--- config.mk ---
export PLATFORM = sky130hd
export DESIGN_NAME = id_ex_stage_flat
export DESIGN_NICKNAME = d
export VERILOG_FILES = /design/src/rtl/id_ex_stage_if.sv /design/src/rtl/id_ex_stage.sv /design/src/flat_wrapper.sv
export SDC_FILE = /design/constraint.sdc
export NUM_CORES = 1
export LEC_CHECK = 0
export BUFFER_PORTS_ARGS = -buffer_cell sky130_fd_sc_hd__buf_2
export CORE_AREA = 2 2 136 138
export DETAILED_ROUTE_END_ITERATION = 12
export DIE_AREA = 0 0 138 140
export PLACE_DENSITY = 0.72
export SLEW_MARGIN = 20
export SYNTH_ARGS = -nofsm -noshare
export SYNTH_HDL_FRONTEND = slang
export SYNTH_SLANG_ARGS = --single-unit
--- constraint.sdc ---
create_clock -name clk -period 4.8 [get_ports clk]
set_input_delay 0.96 -clock clk [delete_from_list [all_inputs] [get_ports clk]]
set_output_delay 0.96 -clock clk [all_outputs]
set_load 0.01 [all_outputs]
--- src/rtl/id_ex_stage_if.sv ---
// ID/EX bundle presented to the execute stage, plus the execute stage's hold request.
// The master (decode) drives the bundle; the slave (execute) drives ex_hold.
interface id_ex_stage_if #(
    parameter int unsigned XLEN = 32
);
    logic            ex_hold;
    logic            ex_valid;
    logic [XLEN-1:0] ex_pc;
    logic [31:0]     ex_rs1_data;
    logic [31:0]     ex_rs2_data;
    logic [31:0]     ex_imm;
    logic [4:0]      ex_rs1;
    logic [4:0]      ex_rs2;
    logic [4:0]      ex_rd;
    logic [6:0]      ex_opcode;
    logic [2:0]      ex_funct3;
    logic [6:0]      ex_funct7;
    logic            ex_reg_write;
    logic            ex_mem_read;
    logic            ex_mem_write;
    logic            ex_illegal;

    modport master (
        input  ex_hold,
        output ex_valid, ex_pc, ex_rs1_data, ex_rs2_data, ex_imm, ex_rs1, ex_rs2, ex_rd,
        output ex_opcode, ex_funct3, ex_funct7,
        output ex_reg_write, ex_mem_read, ex_mem_write, ex_illegal
    );

    modport slave (
        output ex_hold,
        input  ex_valid, ex_pc, ex_rs1_data, ex_rs2_data, ex_imm, ex_rs1, ex_rs2, ex_rd,
        input  ex_opcode, ex_funct3, ex_funct7,
        input  ex_reg_write, ex_mem_read, ex_mem_write, ex_illegal
    );
endinterface

--- src/rtl/id_ex_stage.sv ---
// RV32I decode stage and ID/EX pipeline register: operand fetch with writeback bypass,
// immediate and control generation, load-use hazard detection.
module id_ex_stage #(
    parameter int unsigned XLEN      = 32,
    parameter logic [31:0] NOP_INSTR = 32'h0000_0013
) (
    input  logic            clk,
    input  logic            rst_n,
    input  logic            id_valid,
    input  logic [31:0]     id_instr,
    input  logic [XLEN-1:0] id_pc,
    output logic [4:0]      read_index_a,
    output logic [4:0]      read_index_b,
    input  logic [31:0]     data_a,
    input  logic [31:0]     data_b,
    input  logic [4:0]      wb_index,
    input  logic [31:0]     wb_data,
    input  logic            wb_en,
    input  logic            flush,
    output logic            stall,
    id_ex_stage_if.master   ex
);

    localparam logic [6:0] OpLui    = 7'b0110111;
    localparam logic [6:0] OpAuipc  = 7'b0010111;
    localparam logic [6:0] OpJal    = 7'b1101111;
    localparam logic [6:0] OpJalr   = 7'b1100111;
    localparam logic [6:0] OpBranch = 7'b1100011;
    localparam logic [6:0] OpLoad   = 7'b0000011;
    localparam logic [6:0] OpStore  = 7'b0100011;
    localparam logic [6:0] OpImm    = 7'b0010011;
    localparam logic [6:0] OpReg    = 7'b0110011;

    typedef struct packed {
        logic            valid;
        logic [XLEN-1:0] pc;
        logic [31:0]     rs1_data;
        logic [31:0]     rs2_data;
        logic [31:0]     imm;
        logic [4:0]      rs1;
        logic [4:0]      rs2;
        logic [4:0]      rd;
        logic [6:0]      opcode;
        logic [2:0]      funct3;
        logic [6:0]      funct7;
        logic            reg_write;
        logic            mem_read;
        logic            mem_write;
        logic            illegal;
    } bundle_t;

    bundle_t     dec;
    bundle_t     ex_d;
    bundle_t     ex_q;
    logic        rs1_used;
    logic        rs2_used;
    logic        load_use;
    logic [31:0] opnd_a;
    logic [31:0] opnd_b;
    logic [31:0] imm_i;
    logic [31:0] imm_s;
    logic [31:0] imm_b;
    logic [31:0] imm_u;
    logic [31:0] imm_j;

    // Bubbles keep the decoded data fields so the register contents stay deterministic.
    function automatic bundle_t to_bubble(input bundle_t b);
        bundle_t r;
        r           = b;
        r.valid     = 1'b0;
        r.reg_write = 1'b0;
        r.mem_read  = 1'b0;
        r.mem_write = 1'b0;
        r.illegal   = 1'b0;
        return r;
    endfunction

    assign read_index_a = id_instr[19:15];
    assign read_index_b = id_instr[24:20];

    assign imm_i = {{20{id_instr[31]}}, id_instr[31:20]};
    assign imm_s = {{20{id_instr[31]}}, id_instr[31:25], id_instr[11:7]};
    assign imm_b = {{19{id_instr[31]}}, id_instr[31], id_instr[7], id_instr[30:25],
                    id_instr[11:8], 1'b0};
    assign imm_u = {id_instr[31:12], 12'b0};
    assign imm_j = {{11{id_instr[31]}}, id_instr[31], id_instr[19:12], id_instr[20],
                    id_instr[30:21], 1'b0};

    // The register file writes on the same posedge that captures ID/EX, so forward wb_data.
    always_comb begin
        opnd_a = data_a;
        opnd_b = data_b;
        if (wb_en && (wb_index != 5'd0) && (wb_index == read_index_a)) opnd_a = wb_data;
        if (wb_en && (wb_index != 5'd0) && (wb_index == read_index_b)) opnd_b = wb_data;
        if (read_index_a == 5'd0) opnd_a = 32'd0;
        if (read_index_b == 5'd0) opnd_b = 32'd0;
    end

    always_comb begin
        dec          = '0;
        rs1_used     = 1'b0;
        rs2_used     = 1'b0;
        dec.pc       = id_pc;
        dec.rs1_data = opnd_a;
        dec.rs2_data = opnd_b;
        dec.rs1      = id_instr[19:15];
        dec.rs2      = id_instr[24:20];
        dec.rd       = id_instr[11:7];
        dec.opcode   = id_instr[6:0];
        dec.funct3   = id_instr[14:12];
        dec.funct7   = id_instr[31:25];
        unique case (id_instr[6:0])
            OpLui, OpAuipc: begin
                dec.imm       = imm_u;
                dec.reg_write = 1'b1;
            end
            OpJal: begin
                dec.imm       = imm_j;
                dec.reg_write = 1'b1;
            end
            OpJalr: begin
                dec.imm       = imm_i;
                dec.reg_write = 1'b1;
                rs1_used      = 1'b1;
            end
            OpBranch: begin
                dec.imm  = imm_b;
                rs1_used = 1'b1;
                rs2_used = 1'b1;
            end
            OpLoad: begin
                dec.imm       = imm_i;
                dec.reg_write = 1'b1;
                dec.mem_read  = 1'b1;
                rs1_used      = 1'b1;
            end
            OpStore: begin
                dec.imm       = imm_s;
                dec.mem_write = 1'b1;
                rs1_used      = 1'b1;
                rs2_used      = 1'b1;
            end
            OpImm: begin
                dec.imm       = imm_i;
                dec.reg_write = 1'b1;
                rs1_used      = 1'b1;
            end
            OpReg: begin
                dec.reg_write = 1'b1;
                rs1_used      = 1'b1;
                rs2_used      = 1'b1;
            end
            default: dec.illegal = 1'b1;
        endcase
        if (dec.rd == 5'd0) dec.reg_write = 1'b0;
        dec.valid = id_valid && (id_instr != NOP_INSTR);
        if (!dec.valid) dec = to_bubble(dec);
    end

    assign load_use = ex_q.valid && ex_q.mem_read && id_valid && (ex_q.rd != 5'd0) &&
                      ((rs1_used && (ex_q.rd == dec.rs1)) || (rs2_used && (ex_q.rd == dec.rs2)));

    assign stall = ex.ex_hold | (load_use & ~flush);

    always_comb begin
        ex_d = ex_q;
        if (flush) begin
            ex_d = to_bubble(dec);
        end else if (ex.ex_hold) begin
            ex_d = ex_q;
        end else if (load_use) begin
            ex_d = to_bubble(dec);
        end else begin
            ex_d = dec;
        end
    end

    always_ff @(posedge clk or negedge rst_n) begin
        if (!rst_n) begin
            ex_q <= '0;
        end else begin
            ex_q <= ex_d;
        end
    end

    assign ex.ex_valid     = ex_q.valid;
    assign ex.ex_pc        = ex_q.pc;
    assign ex.ex_rs1_data  = ex_q.rs1_data;
    assign ex.ex_rs2_data  = ex_q.rs2_data;
    assign ex.ex_imm       = ex_q.imm;
    assign ex.ex_rs1       = ex_q.rs1;
    assign ex.ex_rs2       = ex_q.rs2;
    assign ex.ex_rd        = ex_q.rd;
    assign ex.ex_opcode    = ex_q.opcode;
    assign ex.ex_funct3    = ex_q.funct3;
    assign ex.ex_funct7    = ex_q.funct7;
    assign ex.ex_reg_write = ex_q.reg_write;
    assign ex.ex_mem_read  = ex_q.mem_read;
    assign ex.ex_mem_write = ex_q.mem_write;
    assign ex.ex_illegal   = ex_q.illegal;

endmodule

--- src/flat_wrapper.sv ---
// flat-port wrapper written by rule: the top's interface ports become plain ports
module id_ex_stage_flat 
#(
    parameter int unsigned XLEN      = 32,
    parameter logic [31:0] NOP_INSTR = 32'h0000_0013
)
  (clk, rst_n, id_valid, id_instr, id_pc, read_index_a, read_index_b, data_a, data_b, wb_index, wb_data, wb_en, flush, stall, ex_ex_hold, ex_ex_valid, ex_ex_pc, ex_ex_rs1_data, ex_ex_rs2_data, ex_ex_imm, ex_ex_rs1, ex_ex_rs2, ex_ex_rd, ex_ex_opcode, ex_ex_funct3, ex_ex_funct7, ex_ex_reg_write, ex_ex_mem_read, ex_ex_mem_write, ex_ex_illegal);
  id_ex_stage_if #(.XLEN(XLEN)) ex_i ();
  input  logic clk;
  input  logic rst_n;
  input  logic id_valid;
  input  logic [31:0] id_instr;
  input  logic [XLEN-1:0] id_pc;
  output logic [4:0] read_index_a;
  output logic [4:0] read_index_b;
  input  logic [31:0] data_a;
  input  logic [31:0] data_b;
  input  logic [4:0] wb_index;
  input  logic [31:0] wb_data;
  input  logic wb_en;
  input  logic flush;
  output logic stall;
  input wire logic [$bits(ex_i.ex_hold)-1:0] ex_ex_hold;
  output wire logic [$bits(ex_i.ex_valid)-1:0] ex_ex_valid;
  output wire logic [$bits(ex_i.ex_pc)-1:0] ex_ex_pc;
  output wire logic [$bits(ex_i.ex_rs1_data)-1:0] ex_ex_rs1_data;
  output wire logic [$bits(ex_i.ex_rs2_data)-1:0] ex_ex_rs2_data;
  output wire logic [$bits(ex_i.ex_imm)-1:0] ex_ex_imm;
  output wire logic [$bits(ex_i.ex_rs1)-1:0] ex_ex_rs1;
  output wire logic [$bits(ex_i.ex_rs2)-1:0] ex_ex_rs2;
  output wire logic [$bits(ex_i.ex_rd)-1:0] ex_ex_rd;
  output wire logic [$bits(ex_i.ex_opcode)-1:0] ex_ex_opcode;
  output wire logic [$bits(ex_i.ex_funct3)-1:0] ex_ex_funct3;
  output wire logic [$bits(ex_i.ex_funct7)-1:0] ex_ex_funct7;
  output wire logic [$bits(ex_i.ex_reg_write)-1:0] ex_ex_reg_write;
  output wire logic [$bits(ex_i.ex_mem_read)-1:0] ex_ex_mem_read;
  output wire logic [$bits(ex_i.ex_mem_write)-1:0] ex_ex_mem_write;
  output wire logic [$bits(ex_i.ex_illegal)-1:0] ex_ex_illegal;
  assign ex_i.ex_hold = ex_ex_hold;
  assign ex_ex_valid = ex_i.ex_valid;
  assign ex_ex_pc = ex_i.ex_pc;
  assign ex_ex_rs1_data = ex_i.ex_rs1_data;
  assign ex_ex_rs2_data = ex_i.ex_rs2_data;
  assign ex_ex_imm = ex_i.ex_imm;
  assign ex_ex_rs1 = ex_i.ex_rs1;
  assign ex_ex_rs2 = ex_i.ex_rs2;
  assign ex_ex_rd = ex_i.ex_rd;
  assign ex_ex_opcode = ex_i.ex_opcode;
  assign ex_ex_funct3 = ex_i.ex_funct3;
  assign ex_ex_funct7 = ex_i.ex_funct7;
  assign ex_ex_reg_write = ex_i.ex_reg_write;
  assign ex_ex_mem_read = ex_i.ex_mem_read;
  assign ex_ex_mem_write = ex_i.ex_mem_write;
  assign ex_ex_illegal = ex_i.ex_illegal;
  id_ex_stage #(.XLEN(XLEN), .NOP_INSTR(NOP_INSTR)) u_core (.clk(clk), .rst_n(rst_n), .id_valid(id_valid), .id_instr(id_instr), .id_pc(id_pc), .read_index_a(read_index_a), .read_index_b(read_index_b), .data_a(data_a), .data_b(data_b), .wb_index(wb_index), .wb_data(wb_data), .wb_en(wb_en), .flush(flush), .stall(stall), .ex(ex_i));
endmodule
==> results of run 1 <==
==> routing by layer <==
layer  share of wire  wire (microns)
met3           0.071            1680
met5               0               0
met1            0.41            9640
met4           0.021             493
met2            0.50           11700
==> flip-flops by register name (all words and copies together), names as in the netlist <==
register,cells
u_core.ex.ex_imm,32
u_core.ex.ex_pc,32
u_core.ex.ex_rs1_data,32
u_core.ex.ex_rs2_data,32
u_core.ex.ex_funct7,7
u_core.ex.ex_opcode,7
u_core.ex.ex_rd,5
u_core.ex.ex_rs1,5
u_core.ex.ex_rs2,5
u_core.ex.ex_funct3,3
u_core.ex.ex_illegal,1
u_core.ex.ex_mem_read,1
u_core.ex.ex_mem_write,1
u_core.ex.ex_reg_write,1
u_core.ex.ex_valid,1
==> cells in the final DEF, fill, tap and decap left out, drive strengths merged, types with 6 or more instances in the layout <==
master and count:
clkbuf 18, dfrtp 165, nor3 6, nor2 28
o21ai 89, xor2 10, xnor2 10, a21oi 14
mux2i 64, nand2 289, inv 8, buf 353
nand3 8
==> power by group <==
group | switching [mW] | internal, mW
Combinational | 0.317 | 0.207
Clock | 0.601 | 0.743
Sequential | 0.0571 | 1.49
Total | 0.975 | 2.44
==> cell type report <==
class | instances | area, sq um | area share
clock inverters | 14 | 138 | 0.0140
flip-flops and latches | 165 | 4130 | 0.419
clock buffers | 18 | 439 | 0.0446
multi-input cells | 568 | 3040 | 0.308
well taps | 229 | 287 | 0.0291
inverters | 1 | 3.75 | 0.000381
repair buffers | 353 | 1820 | 0.184
==> synthesized netlist by cell type (2+ instances only) <==
library cell	number
a22o_1	2
nor4_4	2
xnor2_1	10
xor2_1	10
nand3_1	8
nand2_1	289
mux2i_1	64
dfrtp_1	165
buf_4	10
buf_1	2
a21oi_1	14
o22ai_1	3
nand4_1	2
o21ai_0	27
o21bai_1	2
nor2_1	28
a32o_1	2
nor2b_1	3
nor3_1	6
a211o_1	2
or4_1	2
clkbuf_1	34
o21a_1	2
a221oi_1	5
o21ai_1	61
buf_6	8
nor3b_1	2
nor4_1	2
nand2b_1	2
buf_2	2
o221ai_1	5
==> logic make-up after synthesis <==
group                     Yosys count
AOI/OAI and AO/OA                 131
buffers and inverters              57
xor gates and xnor gates           20
DFF                               165
and+or+nand+nor                   353
muxes                              64
==> how the worst min path moves through the flow <==
stage | startpoint | end | slack, ns | cells after the start
floorplan | u_core.ex.ex_funct3[0]$_DFFE_PN0P_ | u_core.ex.ex_funct3[0]$_DFFE_PN0P_ | 0.51 | 2
global placement | u_core.ex.ex_pc[18]$_DFFE_PN0P_ | u_core.ex.ex_pc[18]$_DFFE_PN0P_ | 0.45 | 2
detailed placement | u_core.ex.ex_opcode[4]$_DFFE_PN0P_ | u_core.ex.ex_opcode[4]$_DFFE_PN0P_ | 0.45 | 2
CTS | u_core.ex.ex_opcode[4]$_DFFE_PN0P_ | u_core.ex.ex_opcode[4]$_DFFE_PN0P_ | 0.47 | 2
global route | u_core.ex.ex_rs1[0]$_DFFE_PN0P_ | u_core.ex.ex_rs1[0]$_DFFE_PN0P_ | 0.49 | 2
finish | u_core.ex.ex_pc[31]$_DFFE_PN0P_ | u_core.ex.ex_pc[31]$_DFFE_PN0P_ | 0.46 | 2
==> worst max-delay path, cell delays in order <==
cell	delay [ns]
buf_2	0.14
and2b_1	0.24
nand3_1	0.15
a21boi_0	0.37
nor3b_1	0.24
nor2_1	0.13
o21bai_1	0.14
buf_2	0.14
==> metrics.txt, run 1 <==
result of the run=completed; path depth of the worst reg2reg path=5; xor and xnor fraction of the mapped netlist area=0.0235; IO Port Bufs=346; largest fanout on the critical path=8; synthesized area divided by synthesized cell count=9.45 sq um; DRC violation count after routing=0; final cycle utilization of the critical path=0.723; worst r2r dst=u_core.ex.ex_mem_write$_DFFE_PN0P_; fmax=288 MHz; wire length of the first global-routing pass=37.0 mm; overall die height=140 microns; number of buffers created by CTS=17; Crit Path Class=input port to output port; worst path setup slack after routing=1.33 ns; FF+latch count, synth=165; remaining max-slew budget at the tightest pin=0.404; first-pass iteration count of the detailed router=6; number of synthesized flops with an enable pin=0; power per cell area=347 nW/um^2; data required time at the worst endpoint=3.84 ns; full die area=19300 sq um; aggregate routed wire length=23.6 mm; global routing met1 resource utilization=0.313; Mapped Cells=790; total I/O pin count=347; FF-to-FF setup slack=2.85 ns; wire per inst=17.5 microns; root buffer cell=clkbuf_16; Post-Syn Area=7470 sq um; clock transition at the registers of the reported paths=0.06 ns; Netlist cell types=45; Total Negative Setup Slacks=0 ns; width of the die=138 microns; CTS tree=yes; Setup crit end kind=output port; Max Root-Sink Buffers=2; worst setup path endpoint=stall; Worst Setup Slack post-DPL=1.37 ns; count of final hold-check violations=0; pin slew with the least headroom to its limit=0.894 ns; shortest period the worst path allows=3.47 ns; overall power=3.42 mW; Synth Area in Adders=0; number of gates given a new drive strength after cts=0; fraction of the core area covered by cells at the end of the flow=0.554; ratio of routed vias to standard cells=5.06; post-CTS setup repair buffer count=0; count of pins over their slew limit=0; share of the synthesized area in the top cell type=0.553; top area cells in the synthesized netlist=dfrtp_1, nand2_1, mux2i_1; dominant combinational cell family by area after synthesis=simple AND/OR/NAND/NOR gates; global-route track usage on met3=0.0598; GRT busiest layer=met2; syn nets=961; met2 capacity usage during global routing=0.405; multiplexer share of the synthesized area=0.0858; final clock skew=0.00627 ns; worst supply voltage drop on vdd=0.240 mV; Post-Layout Inst Area=9850 sq um; portion of the post-synthesis area used by sequential elements=0.553; Hold Slack=0.463 ns; maxcap violations=0; Placed Area=9270 sq um; number of standard cells in the final layout excluding fillers=1348; cell taking the most area after synthesis=dfrtp_1; remaining number of nets flagged by the antenna check after routing=0; most frequently used flop master after synthesis=dfrtp_1; share of final-layout standard cells stronger than drive strength 1=0.354; hold crit path type=flop to flop; violation count after the first detailed-route iteration=326; total overflow reported by the global router=0; DP Cell Count=1316; Routability Congestion=0.923; total track usage=0.243; CTS HTree Levels=4; HPWL after DPL=17.5 mm; placeable core area=17800 sq um; async set or reset register ratio after synthesis=1.00; beginning of the worst register-to-register path=u_core.ex.ex_rd[0]$_DFFE_PN0P_; Static Leak=4.98 nW; largest net degree at the start of global routing=101; kind of launch point of the worst setup path=input port; Post-CTS Hold Buffers=0; initial cell density of the core=0.420; vias in the first global route=6719; Placement Rows=49; Synth Area in Simple Gates=0.194; setup repair after global routing missed its margin=no; routed vias=6825; Antenna diodes=0; fraction of the mapped netlist area in compound gates=0.102; number of antenna violations at the first check in global routing=0; count of final setup violators=0; worst path arrival time=2.51 ns; Synth warnings=0; Critical Path Start=id_instr[4]; Fill cells=1621; synthesis-to-layout area growth=31.9%; clk sinks=165; nets@finish=1277; Skew-Pair Late Insertion Delay=0.42 ns
(Power assumes the default switching activity.)
==> inputs of run 2 (changes only) <==
Clock period 4.8 ns to 3.25 ns, I/O delays scaled along.
==> metrics.txt, run 2 (synthesis results as in run 1) <==
post-CTS setup repair buffer count=0 (unchanged); ratio of routed vias to standard cells=5.01 (-1.1%); Critical Path Start=u_core.ex.ex_rd[0]$_DFFE_PN0P_; count of final hold-check violations=0 (unchanged); width of the die=138 microns (unchanged); final cycle utilization of the critical path=0.900; clock transition at the registers of the reported paths=0.07 ns (about the same); worst path setup slack after routing=0.327 ns (-1.00 ns); final clock skew=0.00278 ns (-0.00349 ns); data required time at the worst endpoint=2.60 ns (-1.24 ns); routed vias=6780 (-0.66%); total I/O pin count=347 (unchanged); setup repair after global routing missed its margin=no; Skew-Pair Late Insertion Delay=0.42 ns (about the same); share of final-layout standard cells stronger than drive strength 1=0.356 (+0.00256); root buffer cell=clkbuf_16; worst path arrival time=2.27 ns (-0.24 ns); path depth of the worst reg2reg path=5 (unchanged); IO Port Bufs=346 (unchanged); worst r2r dst=u_core.ex.ex_valid$_DFFE_PN0P_; largest fanout on the critical path=5 (-3); beginning of the worst register-to-register path=u_core.ex.ex_rd[0]$_DFFE_PN0P_; total overflow reported by the global router=0 (unchanged); Worst Setup Slack post-DPL=0.523 ns (-0.848 ns); result of the run=completed; Comb power frac=0.155 (+0.002); pin slew with the least headroom to its limit=0.725 ns (-0.169 ns); fmax=342 MHz; most common cell after layout, fill and taps aside=buf_2; DRC violation count after routing=0 (unchanged); Max Root-Sink Buffers=2 (unchanged); HPWL after DPL=17.3 mm (-0.81%); Fill cells=1672 (+3.1%); shortest period the worst path allows=2.92 ns; maxcap violations=0 (unchanged); full die area=19300 sq um (unchanged); initial cell density of the core=0.420 (unchanged); Setup crit end kind=output port; Placement Rows=49 (unchanged); vias in the first global route=6720 (+0.015%); total track usage=0.241 (-0.00172); Antenna diodes=0 (unchanged); power per cell area=509 nW/um^2 (+47%); most used cells in the layout excluding fill and tap cells=buf_2, nand2_1, dfrtp_1; violation count after the first detailed-route iteration=345 (+5.8%); remaining max-slew budget at the tightest pin=0.514 (+0.109); wire per inst=17.3 microns (-1.1%); number of buffers created by CTS=17 (unchanged); FF-to-FF setup slack=1.34 ns (-1.51 ns); kind of launch point of the worst setup path=flop; count of final setup violators=0 (unchanged); CTS HTree Levels=4 (unchanged); Routability Congestion=0.878 (-4.9%); clk sinks=165 (unchanged); hold crit path type=input port to async pin; Post-CTS Hold Buffers=0 (unchanged); Total Negative Setup Slacks=0 ns (unchanged); NetSw=1.48 mW (+52%); wire length of the first global-routing pass=36.9 mm (-0.39%); placeable core area=17800 sq um (unchanged); aggregate routed wire length=23.4 mm (-0.65%); synthesis-to-layout area growth=32.5%; Pint=3.55 mW (+45%); fraction of power consumed by sequential logic=0.455 (about the same); first-pass iteration count of the detailed router=8 (+2); overall die height=140 microns (unchanged); Crit Path Class=flop to output port; number of gates given a new drive strength after cts=0 (unchanged); count of pins over their slew limit=0 (unchanged); worst supply voltage drop on vdd=0.352 mV (+47%); clock share of power=0.390 (-0.003); CTS tree=yes; overall power=5.03 mW (+47%); Static Leak=5.01 nW (+0.54%); sw frac=0.294 (+0.00876); remaining number of nets flagged by the antenna check after routing=0 (unchanged); nets@finish=1283 (+0.47%); number of antenna violations at the first check in global routing=0 (unchanged); largest net degree at the start of global routing=112 (+11%)
-- run 2: cell count changes in the layout (fill, tap and decap cells not counted), sizes merged --
cell and change:
bufinv -1, buf +6, inv +1
-- run 2: critical path, stage by stage, from the launching register on --
cell and delay (ns):
dfrtp_1 0.45, or4_1 0.55, o2111ai_1 0.23, a211oi_1 0.08, nor2_1 0.31, o21bai_1 0.09, buf_2 0.15
-- run 2: layer usage --
layer / up-vias / track usage / routed length [microns]
li1: 3269 / - / -
met1: 3178 / 0.314 / 9730
met2: 300 / 0.396 / 11400
met3: 33 / 0.0629 / 1770
met4: 0 / 0.0773 / 482
met5: - / 0 / 0
-- run 2: power groups by stage --
stage / clock, mW / sequential [mW] / combinational [mW]
detailed placement: 0 / 2.33 / 0.791
global route: 2.10 / 2.31 / 0.858
floorplan: 0 / 2.40 / 0.283
CTS: 2.01 / 2.29 / 0.791
finish: 1.96 / 2.29 / 0.780
global placement: 0 / 2.32 / 0.780
-- run 2: layout make-up --
class | count | area, sq um | area share
clock buffers | 18 | 439 | 0.0444
well taps | 229 | 287 | 0.0290
flip-flops and latches | 165 | 4130 | 0.418
multi-input cells | 568 | 3030 | 0.307
clock inverters | 14 | 138 | 0.0139
inverters | 1 | 3.75 | 0.000380
repair buffers | 359 | 1860 | 0.188
-- run 2: how the worst max path moves through the flow --
| stage | cells past startpoint | end | slack [ns] |
|---|---|---|---|
| 2_1_floorplan | 6 | stall | 0.74 |
| 3_3_place_gp | 8 | stall | 0.53 |
| 3_5_place_dp | 8 | stall | 0.52 |
| 4_1_cts | 6 | stall | 0.31 |
| 5_1_grt | 6 | stall | 0.17 |
| 6_report | 6 | stall | 0.33 |
-- run 2: metrics by stage --
step	utilization	cells	hold slack, ns	instance area [sq um]
5_1_grt	0.556	1354	0.289	9890
2_1_floorplan	-	790	0.354	7470
4_1_cts	0.556	1354	0.261	9890
3_3_place_gp	0.524	1322	0.444	9310
3_5_place_dp	0.524	1322	0.451	9310
6_report	0.556	1354	0.248	9890
